## src/rtl/cpu_exec_controller.sv

```systemverilog
// Execution sequencer for the RPN calculator CPU: issues the one-cycle Go strobe
// under run/halt/single-step control, with an IP breakpoint and a saturating instruction counter.
module cpu_exec_controller #(
    parameter int TICK_MAX = 12_500_000,
    parameter int IP_W     = 8,
    parameter int CNT_W    = 16
) (
    input  logic             Clock,
    input  logic             Reset,
    input  logic             Turbo,
    input  logic             RunPb,
    input  logic             HaltPb,
    input  logic             StepPb,
    input  logic             BpEn,
    input  logic [IP_W-1:0]  BpAddr,
    input  logic [IP_W-1:0]  IP,
    output logic             Go,
    output logic             Halted,
    output logic [1:0]       State,
    output logic             BpHit,
    output logic [CNT_W-1:0] InstrCount,
    output logic             CountOvf
);

    localparam int TICK_W = (TICK_MAX < 1) ? 1 : $clog2(TICK_MAX + 1);

    typedef enum logic [1:0] {
        IDLE  = 2'b00,
        RUN   = 2'b01,
        STEP  = 2'b10,
        BREAK = 2'b11
    } state_t;

    state_t              state_q, state_d;
    logic                go_q, go_d;
    logic                gap_q, gap_d;
    logic                skip_bp_q, skip_bp_d;
    logic                halted_q, halted_d;
    logic                bp_hit_q, bp_hit_d;
    logic [TICK_W-1:0]   tick_cnt_q, tick_cnt_d;
    logic [CNT_W-1:0]    count_q, count_d;
    logic                ovf_q, ovf_d;

    logic                tick;
    logic                want;
    logic                bp_match;

    always_comb begin
        tick       = (tick_cnt_q == TICK_W'(TICK_MAX));
        tick_cnt_d = tick ? '0 : tick_cnt_q + TICK_W'(1);
        want       = (Turbo | tick) & ~gap_q;
        // skip_bp lets the instruction that caused the break execute once on resume
        bp_match   = BpEn && (IP == BpAddr) && !skip_bp_q;

        state_d   = state_q;
        go_d      = 1'b0;
        skip_bp_d = skip_bp_q;

        case (state_q)
            IDLE: begin
                if (HaltPb) begin
                    state_d = IDLE;
                end else if (RunPb) begin
                    state_d = RUN;
                end else if (StepPb) begin
                    state_d = STEP;
                end
            end
            RUN: begin
                if (HaltPb) begin
                    state_d = IDLE;
                end else if (want) begin
                    if (bp_match) begin
                        state_d = BREAK;
                    end else begin
                        go_d      = 1'b1;
                        skip_bp_d = 1'b0;
                    end
                end
            end
            BREAK: begin
                if (HaltPb) begin
                    state_d = IDLE;
                end else if (RunPb) begin
                    state_d   = RUN;
                    skip_bp_d = 1'b1;
                end else if (StepPb) begin
                    state_d = STEP;
                end
            end
            STEP: begin
                if (!gap_q) begin
                    go_d    = 1'b1;
                    state_d = IDLE;
                end
            end
            default: state_d = IDLE;
        endcase

        // Go is never issued back to back so IP settles before the next compare
        gap_d    = go_d;
        halted_d = (state_d != RUN);
        bp_hit_d = (state_d == BREAK);

        count_d = count_q;
        if (go_q && !(&count_q)) begin
            count_d = count_q + CNT_W'(1);
        end
        ovf_d = ovf_q | (&count_d);
    end

    always_ff @(posedge Clock) begin
        if (Reset) begin
            state_q    <= IDLE;
            go_q       <= 1'b0;
            gap_q      <= 1'b0;
            skip_bp_q  <= 1'b0;
            halted_q   <= 1'b1;
            bp_hit_q   <= 1'b0;
            tick_cnt_q <= '0;
            count_q    <= '0;
            ovf_q      <= 1'b0;
        end else begin
            state_q    <= state_d;
            go_q       <= go_d;
            gap_q      <= gap_d;
            skip_bp_q  <= skip_bp_d;
            halted_q   <= halted_d;
            bp_hit_q   <= bp_hit_d;
            tick_cnt_q <= tick_cnt_d;
            count_q    <= count_d;
            ovf_q      <= ovf_d;
        end
    end

    assign Go         = go_q;
    assign Halted     = halted_q;
    assign State      = state_q;
    assign BpHit      = bp_hit_q;
    assign InstrCount = count_q;
    assign CountOvf   = ovf_q;

endmodule

```

## config.mk

```make
export PLATFORM = sky130hd
export DESIGN_NAME = cpu_exec_controller
export DESIGN_NICKNAME = d
export VERILOG_FILES = /design/src/rtl/cpu_exec_controller.sv
export SDC_FILE = /design/constraint.sdc
export NUM_CORES = 1
export LEC_CHECK = 0
export CORE_MARGIN = 2
export CORE_UTILIZATION = 25
export DETAILED_ROUTE_END_ITERATION = 6
export GPL_TIMING_DRIVEN = 0
export PLACE_DENSITY = 0.46
export SLEW_MARGIN = 20
export SYNTH_ARGS = -nofsm -noshare
export SYNTH_HDL_FRONTEND = slang
export SYNTH_SLANG_ARGS = --single-unit
```

## constraint.sdc

```tcl
create_clock -name Clock -period 2.8 [get_ports Clock]
set_clock_uncertainty 0.15 [all_clocks]
set_input_delay 0.7 -clock Clock [delete_from_list [all_inputs] [get_ports Clock]]
set_output_delay 0.7 -clock Clock [all_outputs]
set_load 0.05 [all_outputs]
```

* Word level (Yosys, flattened, before mapping)
Cells that the tools add are included.
W data, S select, Z words.
** Word-level totals
- Bits of input ports :: 23
- Output and inout port bits :: 22
- Register bits after elaboration :: 47
- Logic and storage cells :: 58
** Cells by class
- Muxes and demuxes :: 20
- Bitwise logic cells :: 4
- Reduce and logical (&&, ||, !) cells :: 12
- Equal/unequal tests :: 12
- Add/subtract/negate cells :: 2
** Operator list (count)
- $reduce_and A16 Y1 :: 2
- $add A24 B1 Y24 const B :: 1
- $eq A24 B24 Y1 const B :: 1
- $add A16 B1 Y16 const B :: 1
- $mux W16 :: 1
- $mux W2 :: 7
- $ne A2 B2 Y1 const B :: 5
- $mux W1 :: 9
- $eq A8 B8 Y1 :: 1
- $eq A2 B2 Y1 const B :: 3
- $pmux W2 S3 :: 1
- $reduce_and A6 Y1 :: 1
- $pmux W1 S2 :: 2
- $reduce_or A2 Y1 :: 2
- $logic_and A1 B1 Y1 :: 3
- $eq A2 B1 Y1 const B :: 1
- $logic_not A1 Y1 :: 2
- $logic_not A2 Y1 :: 1
- $ne A2 B1 Y1 const B :: 1
- $or A1 B1 Y1 :: 2
- $reduce_bool A2 Y1 :: 1
- $and A1 B1 Y1 :: 1
- $not A1 Y1 :: 1

* Logic depth before layout (Yosys ltp)
- Word-level depth :: 8
- Depth in mapped cells :: 8
- Gate-level depth less buffers :: 8

* Worst setup path before layout
OpenSTA, ideal clock, no wires.
- Kind :: reg-to-reg
- Start point :: register count_q[0] (netlist: InstrCount[0])
- End point :: register ovf_q (netlist: CountOvf)
- Period minus slack after synthesis :: 2.668 ns
- Data required time :: 2.558 ns
- Path buffers :: 1
- Setup time :: 0.092 ns
- Arrival :: 2.425 ns
- Stages on the path, launching flop included :: 9
- Path slack :: 0.132 ns
- Cells stage by stage :: dfxtp_1 -> ha_1 -> nand3_1 -> nor4_1 -> nor2_1 -> clkbuf_1 -> mux2i_1 -> a2bb2oi_1 -> o32ai_1
** Between the ends
- Word-level cells in the longest chain between the ends :: 6
- Elaborated cells between the ends (all ways) :: 7
- Those cells by class :: add/sub: 1; mux: 1; bitwise: 1; reduce/logical: 4
** RTL lines
- start, declared :: RTL line 41 : logic [CNT_W-1:0] count_q, count_d;
- start signal, assigned :: RTL line 131 : count_q <= count_d;
- branches (longest 3 deep; another with $add A16 B1 Y16)
- $mux W16 (*) :: RTL line 106 : if (go_q && !(&count_q)) begin
- $reduce_and A16 Y1 (*) :: RTL line 109 : ovf_d = ovf_q | (&count_d);
- $or A1 B1 Y1 (*) :: RTL line 109
- end signal, assigned :: RTL line 132 : ovf_q <= ovf_d;
- end, declared :: RTL line 42 : logic ovf_q, ovf_d;
Every way passes the cells marked *.
A chain may end at the register's enable or synchronous reset.

* Final worst setup path
- Start point :: register count_q[1] (netlist: InstrCount[1])
- End point :: register ovf_q (netlist: CountOvf)
The elaborated chain is that of the path after synthesis.

==> results.md <==
* Leak at 0.00107 uW
* Final hold vios at 0
* Met1 global-route usage at 0.157
* Main combinational cell family by area after synthesis: simple AND/OR/NAND/NOR gates
* CP arrival at 2.65 ns
* Post-Route Utilization at 0.328
* Drc violations at 0
* Placed cell area at 3050 um^2
* Dominant synthesized flop cell: dfxtp_1
* Most frequent cells in the layout: dfxtp_1, nor2_1, clkdlybuf4s50_1
* Initial DRC Count at 63
* Post-DRT Antenna Nets at 0
* Minimum clock period at 2.64 ns
* ANT cells at 0
* Rows at 36
* Die Wd at 103 um
* Via count at 2224
* Clock-pin slew on the worst setup and hold paths at 0.09 ns
* Final worst-path cycle share at 0.943
* Largest net degree at the start of global routing at 15
* Mapped Area at 2450 um^2
* Synth Register Bits at 47
* Asr flop ratio synth at 0
* Fmax at 379 MHz
* Post-synth EDFFs at 0
* Mapped Cells at 290
* Total GRT Usage at 0.117
* Die Y-Extent at 103 um
* Nets at 370
* First-pass GRT wire length at 9860 um
* DP HPWL at 4510 um
* Layout area overhead at 29.4%
* Final Max Tran Viols at 0
* Setup-failing EPs final at 0
* Required @ worst endpoint at 2.81 ns
* Status: complete, no violations
* M2 GR Usage at 0.189
* Clk_lat worst skew at 0.30 ns
* Setup ws final at 0.158 ns
* Most Used Layer, Global Route: met2
* Critical path type: flip-flop to flip-flop
* Cell count after placement at 467
* Core Area at 9640 um^2
* Initial antenna violation count at 0
* Most common cell after layout, fill and taps aside: dfxtp_1
* Setup crit start kind: flip-flop
* Area share of fa/ha/maj cells after synthesis at 0.0307
* R2R Setup Slk at 0.16 ns
* Power density over the cells at 383 nW/um^2
* CTS tree: done
* Max-Cap Viols at 0
* Gr ovfl total at 0
* Dpl ws at -0.102 ns
* Finished Cell Area at 3160 um^2
* CP top delay family: simple AND/OR/NAND/NOR gates
* Mean post-synth cell area at 8.43 um^2
* Detailed Routing Iterations Pass 1 at 6
* Clk sinks at 47
* Grt met3 use at 0.0258
* Unique cell type count in the Yosys netlist at 43
* Critical path capture point type: flip-flop
* Hold WC Path Type: flip-flop to flip-flop
* Synth Area in Simple Gates at 0.316
* Fillers at 1063
* Placer Congestion at 0.805
* CP bufs+invs at 1
* Sequential-to-total area share from yosys stat at 0.385
* Max incr delay on CP at 0.45 ns
* Post-synthesis mux area share at 0.0164
* Synth warnings at 0
* Port bufs at 44
* Layout cell share with drive strength beyond 1 at 0.0497
* VDD IR max at 0.212 mV
* XOR/XNOR Fraction of Synth Area at 0.132
* Initial core utilization at 0.254
* CP Max Fanout at 10
* # IOs at 45
* Number of global-route vias before repair at 2104
* Worst-path cell chain: ha_1 > nand3_1 > nor4_4 > nor2_1 > clkbuf_1 > mux2i_1 > a2bb2oi_1 > o32ai_1
* Clock Path Buffers at 2
* Rel. slew slack at 0.626
* Cts bufs inserted at 5
* Via-per-instance ratio at 4.68
* Actual slew at the worst max-slew pin at 0.560 ns
* WL per Instance at 12.5 um
* Non-filler cells, final at 475
* Clk root buf: clkbuf_8
* CP max stage cell: dfxtp_1
* Htree depth at 2
* Die area at 10600 um^2
* Syn nets at 319
* Synth Area in Compound Gates at 0.0967
* Total Wirelength at 5960 um
==> report_power, final <==
group	internal (uW)	total (uW)	switching, uW	leakage, uW
logic	52.2	101	49.1	0.000645
registers	674	680	6.34	0.000380
clock network	203	429	226	0.0000484
==> flip-flops by register name, indices dropped and copies added (netlist names) <==
| signal | cells |
|---|---|
| skip_bp_q | 1 |
| CountOvf | 1 |
| gap_q | 1 |
| BpHit | 1 |
| State | 2 |
| InstrCount | 16 |
| tick_cnt_q | 24 |
| Halted | 1 |
==> final timing paths <==
path                  from        to  depth (start not counted)
max          InstrCount[1]  CountOvf                          8
min               CountOvf  CountOvf                          2
max reg2reg  InstrCount[1]  CountOvf                          8
min reg2reg       CountOvf  CountOvf                          2
==> cell usage after synthesis (all sizes together) (2+ instances only) <==
library cell   n  area [um^2]
nor2b          3         18.8
xnor2          9         78.8
and4           8         70.1
nand2         23         88.8
nor4b          2         17.5
o21ai         10         50.1
a21oi         11         66.3
inv            9         33.8
dfxtp         47          941
or3            4         25.0
a2bb2oi        2         17.5
clkbuf         6         22.5
xor2          28          245
nand3         17         85.1
ha             6         75.1
and3           6         37.5
nand4         12         75.1
nor4bb         2         20.0
or3b           2         17.5
nor4           4         25.0
a21boi         2         15.0
a211oi         3         22.5
mux2i          4         40.0
or4            2         22.5
nor2          44          165
and2           3         18.8
nor3           5         25.0
nor3b          3         22.5
o21bai         2         15.0
==> timing repair <==
item | in CTS | in global routing
resized for setup | 1 | 2
setup endpoints to repair | 1 | 1
cloned | 0 | 0
hold buffers | 0 | 0
buffers inserted | 0 | 0
==> stage by stage <==
step / TNS (ns) / total power (uW) / hold slack, ns
final: 0 / 1210 / 0.317
after global routing: -0.0240 / 1270 / 0.349
after CTS: 0 / 1240 / 0.323
after detailed placement: -0.271 / 799 / 0.308
after global placement: -0.266 / 799 / 0.308
after floorplan: 0 / 745 / 0.287
==> kinds of logic after synthesis <==
group	count (synthesis)
muxes	4
buffers and inverters	15
xor gates and xnor gates	37
AOI/OAI and AO/OA	36
adders and majority gates	6
DFF	47
and+or+nand+nor	145
==> layer usage <==
metal | part of all wire | wire, um
met1 | 0.49 | 2930
met2 | 0.45 | 2710
met3 | 0.034 | 203
met4 | 0.019 | 116
met5 | 0 | 0
==> cell type report <==
class / count / area (um^2) / share of cell area
Sequential cell: 47 / 942 / 0.298
Clock inverter: 1 / 8.76 / 0.00277
Clock buffer: 7 / 86.3 / 0.0273
Timing Repair Buffer: 44 / 440 / 0.139
Multi-Input combinational cell: 228 / 1460 / 0.463
Tap cell: 133 / 166 / 0.0526
Buffer: 6 / 22.5 / 0.00712
Inverter: 9 / 33.8 / 0.0107
==> worst reg2reg max path, delay by kind of cell, from the launching register on <==
kind,cells,cell delay (ns)
compound gates,2,0.39
simple gates,3,0.76
flops,1,0.45
fa+ha+maj,1,0.31
buf+inv,1,0.27
mux,1,0.18
No activity file was read; power rests on OpenSTA's default activity.
